==> config.mk <==
export PLATFORM = sky130hd
export DESIGN_NAME = id_ex_forward_stage
export DESIGN_NICKNAME = d
export VERILOG_FILES = /design/src/rtl/id_ex_forward_stage.sv
export SDC_FILE = /design/constraint.sdc
export NUM_CORES = 1
export LEC_CHECK = 0
export ABC_CLOCK_PERIOD_IN_PS = 11150
export CORE_AREA = 2 2 145 147
export CTS_BUF_LIST = sky130_fd_sc_hd__clkbuf_4 sky130_fd_sc_hd__clkbuf_8
export DETAILED_ROUTE_END_ITERATION = 7
export DIE_AREA = 0 0 147 149
export GPL_ROUTABILITY_DRIVEN = 0
export PLACE_DENSITY = 0.63
export SLEW_MARGIN = 20
export SYNTH_ARGS = -nofsm -noshare
export SYNTH_HDL_FRONTEND = slang
export SYNTH_SLANG_ARGS = --single-unit
export TNS_END_PERCENT = 10
==> constraint.sdc <==
create_clock -name clk -period 11.15 [get_ports clk]
set_input_delay 2.7875 -clock clk [delete_from_list [all_inputs] [get_ports clk]]
set_output_delay 2.7875 -clock clk [all_outputs]
set_load 0.05 [all_outputs]
==> src/rtl/id_ex_forward_stage.sv <==
// ID/EX + EX/MEM pipeline registers with stall/flush bubble insertion,
// EX operand forwarding and a sticky stall watchdog.

module fwd_operand_mux #(
  parameter int XLEN = 32
) (
  input  logic            valid,
  input  logic            fwd_ex,
  input  logic            fwd_mem,
  input  logic [XLEN-1:0] rs,
  input  logic [XLEN-1:0] exmem,
  input  logic [XLEN-1:0] wb,
  output logic [XLEN-1:0] op
);
  // Youngest producer wins: EX/MEM beats MEM/WB; bubbles drive zero.
  always_comb begin
    op = '0;
    if (valid) begin
      if (fwd_ex)       op = exmem;
      else if (fwd_mem) op = wb;
      else              op = rs;
    end
  end
endmodule

module id_ex_forward_stage #(
  parameter int XLEN        = 32,
  parameter int STALL_LIMIT = 4
) (
  input  logic            clk,
  input  logic            rst,
  input  logic            stall,
  input  logic            flush,
  input  logic            fwd_ex_ex1,
  input  logic            fwd_ex_ex2,
  input  logic            fwd_mem_ex1,
  input  logic            fwd_mem_ex2,
  input  logic            id_valid,
  input  logic [XLEN-1:0] id_rs1_data,
  input  logic [XLEN-1:0] id_rs2_data,
  input  logic [4:0]      id_rd,
  input  logic            id_reg_write,
  input  logic            id_mem_read,
  input  logic [XLEN-1:0] ex_alu_result,
  input  logic [XLEN-1:0] wb_data,
  output logic [XLEN-1:0] ex_op1,
  output logic [XLEN-1:0] ex_op2,
  output logic            ex_valid,
  output logic [4:0]      ex_rd,
  output logic            ex_reg_write,
  output logic            ex_mem_read,
  output logic [XLEN-1:0] exmem_result,
  output logic            if_id_hold,
  output logic            stall_err
);
  localparam int CW = $clog2(STALL_LIMIT + 1);
  localparam logic [CW-1:0] LIM = CW'(STALL_LIMIT);

  typedef struct packed {
    logic                 valid;
    logic [4:0]           rd;
    logic                 reg_write;
    logic                 mem_read;
    logic [1:0]           fwd_ex;
    logic [1:0]           fwd_mem;
    logic [1:0][XLEN-1:0] rs;
  } idex_t;

  idex_t                idex_d, idex_q;
  logic [1:0][XLEN-1:0] ops;
  logic [CW-1:0]        stall_cnt, cnt_nxt;

  // Forward flags travel with the instruction they qualify.
  always_comb begin
    idex_d = '0;
    if (!(flush || stall)) begin
      idex_d.valid     = id_valid;
      idex_d.rd        = id_rd;
      idex_d.reg_write = id_reg_write;
      idex_d.mem_read  = id_mem_read;
      idex_d.fwd_ex    = {fwd_ex_ex2, fwd_ex_ex1};
      idex_d.fwd_mem   = {fwd_mem_ex2, fwd_mem_ex1};
      idex_d.rs        = {id_rs2_data, id_rs1_data};
    end
  end

  always_ff @(posedge clk or posedge rst) begin
    if (rst) idex_q <= '0;
    else     idex_q <= idex_d;
  end

  always_ff @(posedge clk or posedge rst) begin
    if (rst)               exmem_result <= '0;
    else if (idex_q.valid) exmem_result <= ex_alu_result;
  end

  genvar i;
  generate
    for (i = 0; i < 2; i++) begin : g_op
      fwd_operand_mux #(.XLEN(XLEN)) u_mux (
        .valid   (idex_q.valid),
        .fwd_ex  (idex_q.fwd_ex[i]),
        .fwd_mem (idex_q.fwd_mem[i]),
        .rs      (idex_q.rs[i]),
        .exmem   (exmem_result),
        .wb      (wb_data),
        .op      (ops[i])
      );
    end
  endgenerate

  always_comb begin
    cnt_nxt = '0;
    if (stall && !flush)
      cnt_nxt = (stall_cnt == LIM) ? stall_cnt : stall_cnt + 1'b1;
  end

  always_ff @(posedge clk or posedge rst) begin
    if (rst) begin
      stall_cnt <= '0;
      stall_err <= 1'b0;
    end else begin
      stall_cnt <= cnt_nxt;
      stall_err <= stall_err | (cnt_nxt == LIM);
    end
  end

  assign ex_op1       = ops[0];
  assign ex_op2       = ops[1];
  assign ex_valid     = idex_q.valid;
  assign ex_rd        = idex_q.rd;
  assign ex_reg_write = idex_q.reg_write;
  assign ex_mem_read  = idex_q.mem_read;
  // Hold must drop the instant reset asserts, not at the next edge.
  assign if_id_hold   = stall & ~flush & ~rst;
endmodule

# ---- Yosys cells after proc, flatten, opt, wreduce, memory -nomap -nowiden
# Cells that the tools add are included.
dict set report totals {
  latch_bits 0
  register_bits 112
  wordCells 31
  rom_bits 0
  in_bits 144
  ramBits 0
  mem_count 0
}
dict set report op_classes {
  shifts 0
  div 0
  add_sub_neg 1
  order_cmp 0
  eq_ne 2
  n_mul 0
  reduce_logical 3
  mux 9
  bitwise 5
}
# cell n
set ops {}
lappend ops {{two-way mux 32 bit} 6}
lappend ops {{two-way mux 76 bit} 1}
lappend ops {{== test 3 bit, second input constant} 2}
lappend ops {{two-way mux 3 bit} 2}
lappend ops {{adder 3 x 1 -> 3 bit, second input constant} 1}
lappend ops {{bitwise AND 1 bit} 2}
lappend ops {{NOT 1 bit} 2}
lappend ops {{logical AND 1 bit} 1}
lappend ops {{zero test 1 bit} 1}
lappend ops {{logical OR 1 bit} 1}
lappend ops {{bitwise OR 1 bit} 1}

# ---- Logic depth before layout (Yosys ltp)
dict set report logic_depth {
  word_depth 5
  depth_mapped 5
  mapped_depth_nobuf 5
}

# ---- Cells and area by module
# A second synthesis with hierarchy kept.
dict set report hier_totals {
  cells_unflattened 472
  hier_area_um2 6190.9
}
# module seq_area_each_um2 area_each_um2 instances cells_each
set by_module_without_submodules {}
lappend by_module_without_submodules {id_ex_forward_stage 2802.7 3916.3 1 254}
lappend by_module_without_submodules {fwd_operand_mux 0.0 1137.3 2 109}

# ---- Worst setup path after synthesis
# No wires, ideal clock.
dict set report synth_path {
  path_kind {input to output}
  startpoint {input port flush}
  endpoint {output port if_id_hold}
  t_arrival_ps 3612
  n_path_buf 0
  required_ps 8363
  stages 2
  slack_ps 4751
  path_cell_list {nand2b_1 > nor2_1}
}
dict set report synth_via {
  elab_chain_cells 3
}
# element line_no
set synth_rtl {}
lappend synth_rtl {{start, declared} 33} ;# input logic flush,
lappend synth_rtl {{NOT 1 bit} 135} ;# assign if_id_hold = stall & ~flush & ~rst;
lappend synth_rtl {{bitwise AND 1 bit (2 in a row)} 135}
lappend synth_rtl {{end, declared} 53} ;# output logic if_id_hold,
# No other way between the ends.

# ---- Worst setup path in the final report
dict set report layout_path {
  startpoint {input port wb_data[31]}
  endpoint {output port ex_op2[31]}
}
dict set report layout_via {
  elab_chain_cells 3
}
# element line_no
set layout_rtl {}
lappend layout_rtl {{start, declared} 45} ;# input logic [XLEN-1:0] wb_data,
lappend layout_rtl {{two-way mux 32 bit} 20} ;# else if (fwd_mem) op = wb;
lappend layout_rtl {{two-way mux 32 bit} 19} ;# if (fwd_ex) op = exmem;
lappend layout_rtl {{two-way mux 32 bit} 18} ;# if (valid) begin
lappend layout_rtl {{end, declared} 47} ;# output logic [XLEN-1:0] ex_op2,
# No other way between the ends.

==> run summary <==
The average routed wire per standard cell came out at 15.74 um. The critical path is of the input port to output pin type. The leakage power total is 3.423 nW.

The final layout contains between 900 and 1000 nets. TritonCTS built the clock tree. The starting density of the core is 28.25%. For the final routed database, the setup TNS stands at 0 ns.

The wire length of the first global-routing pass came out at 25810 um. The number of top-level design ports is 250. The required time at the worst-slack endpoint is about 8.4 ns. The most used flip-flop cell after synthesis is dfrtp_1. After synthesis the cells add up to 5808 um^2.

For this run, the share of the core covered by cells in the final layout is 41.22%. The worst setup path is launched from an input port. The floorplan has 53 rows.

The maximum fanout along the worst path came out at 2. The timing-limited maximum frequency came out at 137.6 MHz. The kind of cell with the highest combined delay along the critical path is buffers and inverters. The area of the core came out at between 20000 and 25000 um^2.

The remaining global-route overflow came out at 0. The residual DRC count came out at 0. The count of yosys warnings during synthesis is 0. The clock network fraction of design power is 26.9%.

0 antenna diodes ended up in the layout. Walking the worst path, the cells encountered are clkdlybuf4s50_1 > mux2i_1 > o21ai_0 > and2_1 > clkdlybuf4s50_1. The worst setup path is captured at an output pin. The footprint of the flip-flops and latches came out at 2809 um^2. The mean number of vias per cell came out at ~4.3. The average cell area after synthesis came out at 10.86 um^2. The post-CTS resize count came out at 0. The later pin in the worst-skew pair is clocked with a latency of 0.38 ns. The path class of the tightest hold or removal check is flop to flop. The total die area came out at about 22000 um^2. The post-CTS repair timing setup buffer count came out at 0. The share of flip-flops with an asynchronous set or reset after synthesis is 100.0%. The internal portion of the total power is 0.6985 mW.

The tool flagged a number of max-cap violations equal to 0. Sequential elements use between 40% and 50% of the synthesized area. The net count after synthesis is 681.

In this run, post-CTS hold repair placed 0 buffers. The deepest level of the CTS H-tree is 3. The run finished with clean final reports. The clock sink count came out at 112. The worst setup slack before clock tree synthesis came out at 3.870 ns. The relative area change from synthesis to final layout came out at 45.91%.

The worst-case IR drop observed on VDD is 0.05431 mV. The number of iterations in the first detailed-routing pass is 4. Across all setup checks in the final design, the least slack found is slightly below 4 ns. The final wirelength came out at ~16000 um. Per report_power, the combinational group accounts for ~28% of the total.

The power density over cell area came out at 123.0 nW/um^2. The largest stage delay on the critical path came out at 0.81 ns. The clock input transition at the sequential cells of the worst setup and hold paths came out at 0.11 ns. The largest clock skew in the final design came out at 0.01070 ns. The tree is rooted in a clkbuf_8. TritonCTS created 9 clock buffers. Of the total power, registers draw 45.2%. For this run, the total global-route usage over all layers was measured as 15.23%. The final count of negative-setup-slack endpoints came out at 0. The cell count after synthesis is 535. The number of enable-type register cells in the synthesized netlist is 0.

The net switching fraction of the power came out at between 30% and 40%. The maximum number of pins on one net before global-route repair came out at 77. Setup repair after global routing left no endpoint under its margin. The slowest stage of the critical path is the clkdlybuf4s50_1 cell.

In the finished design, the share of the clock period the worst path needs comes to approximately 65%. The number of different library cells in the post-synthesis netlist is 23. The final critical path time including I/O delays and setup came out at 7.267 ns. Counting along the longest clock path gives a buffer depth of 2. The detailed router finished its first iteration with 94 violations. The actual slew at the worst max-slew pin is 0.8169 ns.

The count of pins over their slew limit is 0. The arrival time at the worst endpoint is 4.48 ns. Synthesis inferred 112 register bits.

The die boundary height is 149 um. The final hold violation count came out at 0. For this design the total switching power over the nets is around 0.34 mW.

The chip width is 147 um. The buffering stage count on the worst path with inverters included came out at 2. Among the stages of the critical path, the cell type that occurs most often is clkdlybuf4s50_1.

The number of nets with antenna violations after detailed routing came out at 0. The initial antenna violation count is 0. The routed layout has ~4500 vias. The multi-input combinational cells in the finished layout cover a total of around 2500 um^2.

The number of global-route vias before repair is 4561. The count of filler cells inserted in the layout came out at 2038. The worst max-slew margin expressed relative to the limit is around 46%. The final HPWL from detailed placement is 11340 um.

The count of port buffers added during placement is 249. The share of layout cells above drive strength 1 is 8.094%.
## stage by stage
step	area (um^2)	total power, mW	hold slack, ns	std cells
after global placement	8250	0.7719	0.4596	1025
after CTS	8474	1.064	0.5094	1041
after detailed placement	8250	0.7741	0.4661	1025
after floorplan	5808	0.6516	0.5709	535
after global routing	8474	1.099	0.5345	1041
final	8474	1.042	0.5027	1041
## cell type report
cell class | instances | share of cell area [%]
clock buffers | 9 | 1.462
well taps | 275 | 4.060
clock inverters | 7 | 1.181
repair buffers | 256 | 30.03
multi-input cells | 378 | 29.91
inverters | 4 | 0.2067
flip-flops and latches | 112 | 33.15
## power by group through the flow
| stage | Combinational [mW] | Clock, mW | Sequential, mW |
|---|---|---|---|
| 6_report | 0.291 | 0.280 | 0.471 |
| 5_1_grt | 0.309 | 0.312 | 0.478 |
| 4_1_cts | 0.295 | 0.297 | 0.472 |
| 3_5_place_dp | 0.294 | 0 | 0.480 |
| 3_3_place_gp | 0.292 | 0 | 0.480 |
| 2_1_floorplan | 0.100 | 0 | 0.551 |
## cell usage in the layout, fill, tap and decap left out
cell type	Yosys	final
nor2_1	5	5
o21ai_1	60	60
nor2_4	0	1
inv_1	4	3
buf_4	5	7
o21ai_0	4	4
inv_4	0	1
inv_6	0	3
dfrtp_1	112	107
and2_1	141	141
clkinv_2	0	1
clkinv_4	0	1
dfrtp_2	0	5
mux2i_1	64	64
nand2_1	65	65
clkbuf_8	0	9
xnor2_1	1	1
nand3b_1	1	1
bufinv_16	0	2
mux2_2	32	32
a41o_1	1	1
nand2b_1	1	1
clkdlybuf4s50_1	0	249
ha_1	2	2
## Yosys cell counts (5+ instances only)
cell type,number,share of area [%]
buf_4,5,0.65
o21ai_1,60,5.2
dfrtp_1,112,48
buf_6,5,0.97
nor2_1,5,0.32
buf_12,8,2.8
clkbuf_1,9,0.58
buf_2,6,0.52
and2_1,141,15
mux2i_1,64,11
nand2_1,65,4.2
mux2_2,32,6.2
## flip-flops by register name (all words and copies together) (netlist names)
signal and count:
exmem_result 32, ex_rd 5, stall_err 1, stall_cnt 3, ex_reg_write 1, idex_q 68
ex_valid 1, ex_mem_read 1
## layer usage
layer / track usage [%] / vias to the layer above / wire [um]
met5: 0 / - / 0
met4: 5.000 / 0 / 274
met3: 4.067 / 16 / 1136
met2: 25.05 / 163 / 7771
met1: 19.60 / 2138 / 7199
li1: - / 2202 / -
## final timing paths
| kind | start | endpoint | slack, ns | cells after the start |
|---|---|---|---|---|
| min in group asynchronous | rst | idex_q[12]$_DFF_PP0_ | 2.88 | 2 |
| worst max-delay path | wb_data[31] | ex_op2[31] | 3.88 | 5 |
| worst min register to register | stall_err$_DFF_PP0_ | stall_err$_DFF_PP0_ | 0.50 | 1 |
| worst min-delay path | stall_err$_DFF_PP0_ | stall_err$_DFF_PP0_ | 0.50 | 1 |
| max in group asynchronous | rst | ex_valid$_DFF_PP0_ | 6.93 | 3 |
| worst max register to register | ex_valid$_DFF_PP0_ | exmem_result[31]$_DFFE_PP0P_ | 9.12 | 2 |
## cells by family (layout without fill, tap and decap cells)
logic type,Yosys count,after routing,synth area share [%]
multiplexers,96,96,17.23
flip-flops,112,112,48.26
buffers and inverters,45,276,8.186
adder cells (fa/ha/maj),2,2,0.4308
XOR/XNOR,1,1,0.1508
AO/OA/AOI/OAI,65,65,5.687
AND/OR/NAND/NOR,214,214,20.06
Power figures use the tool's default switching activity.
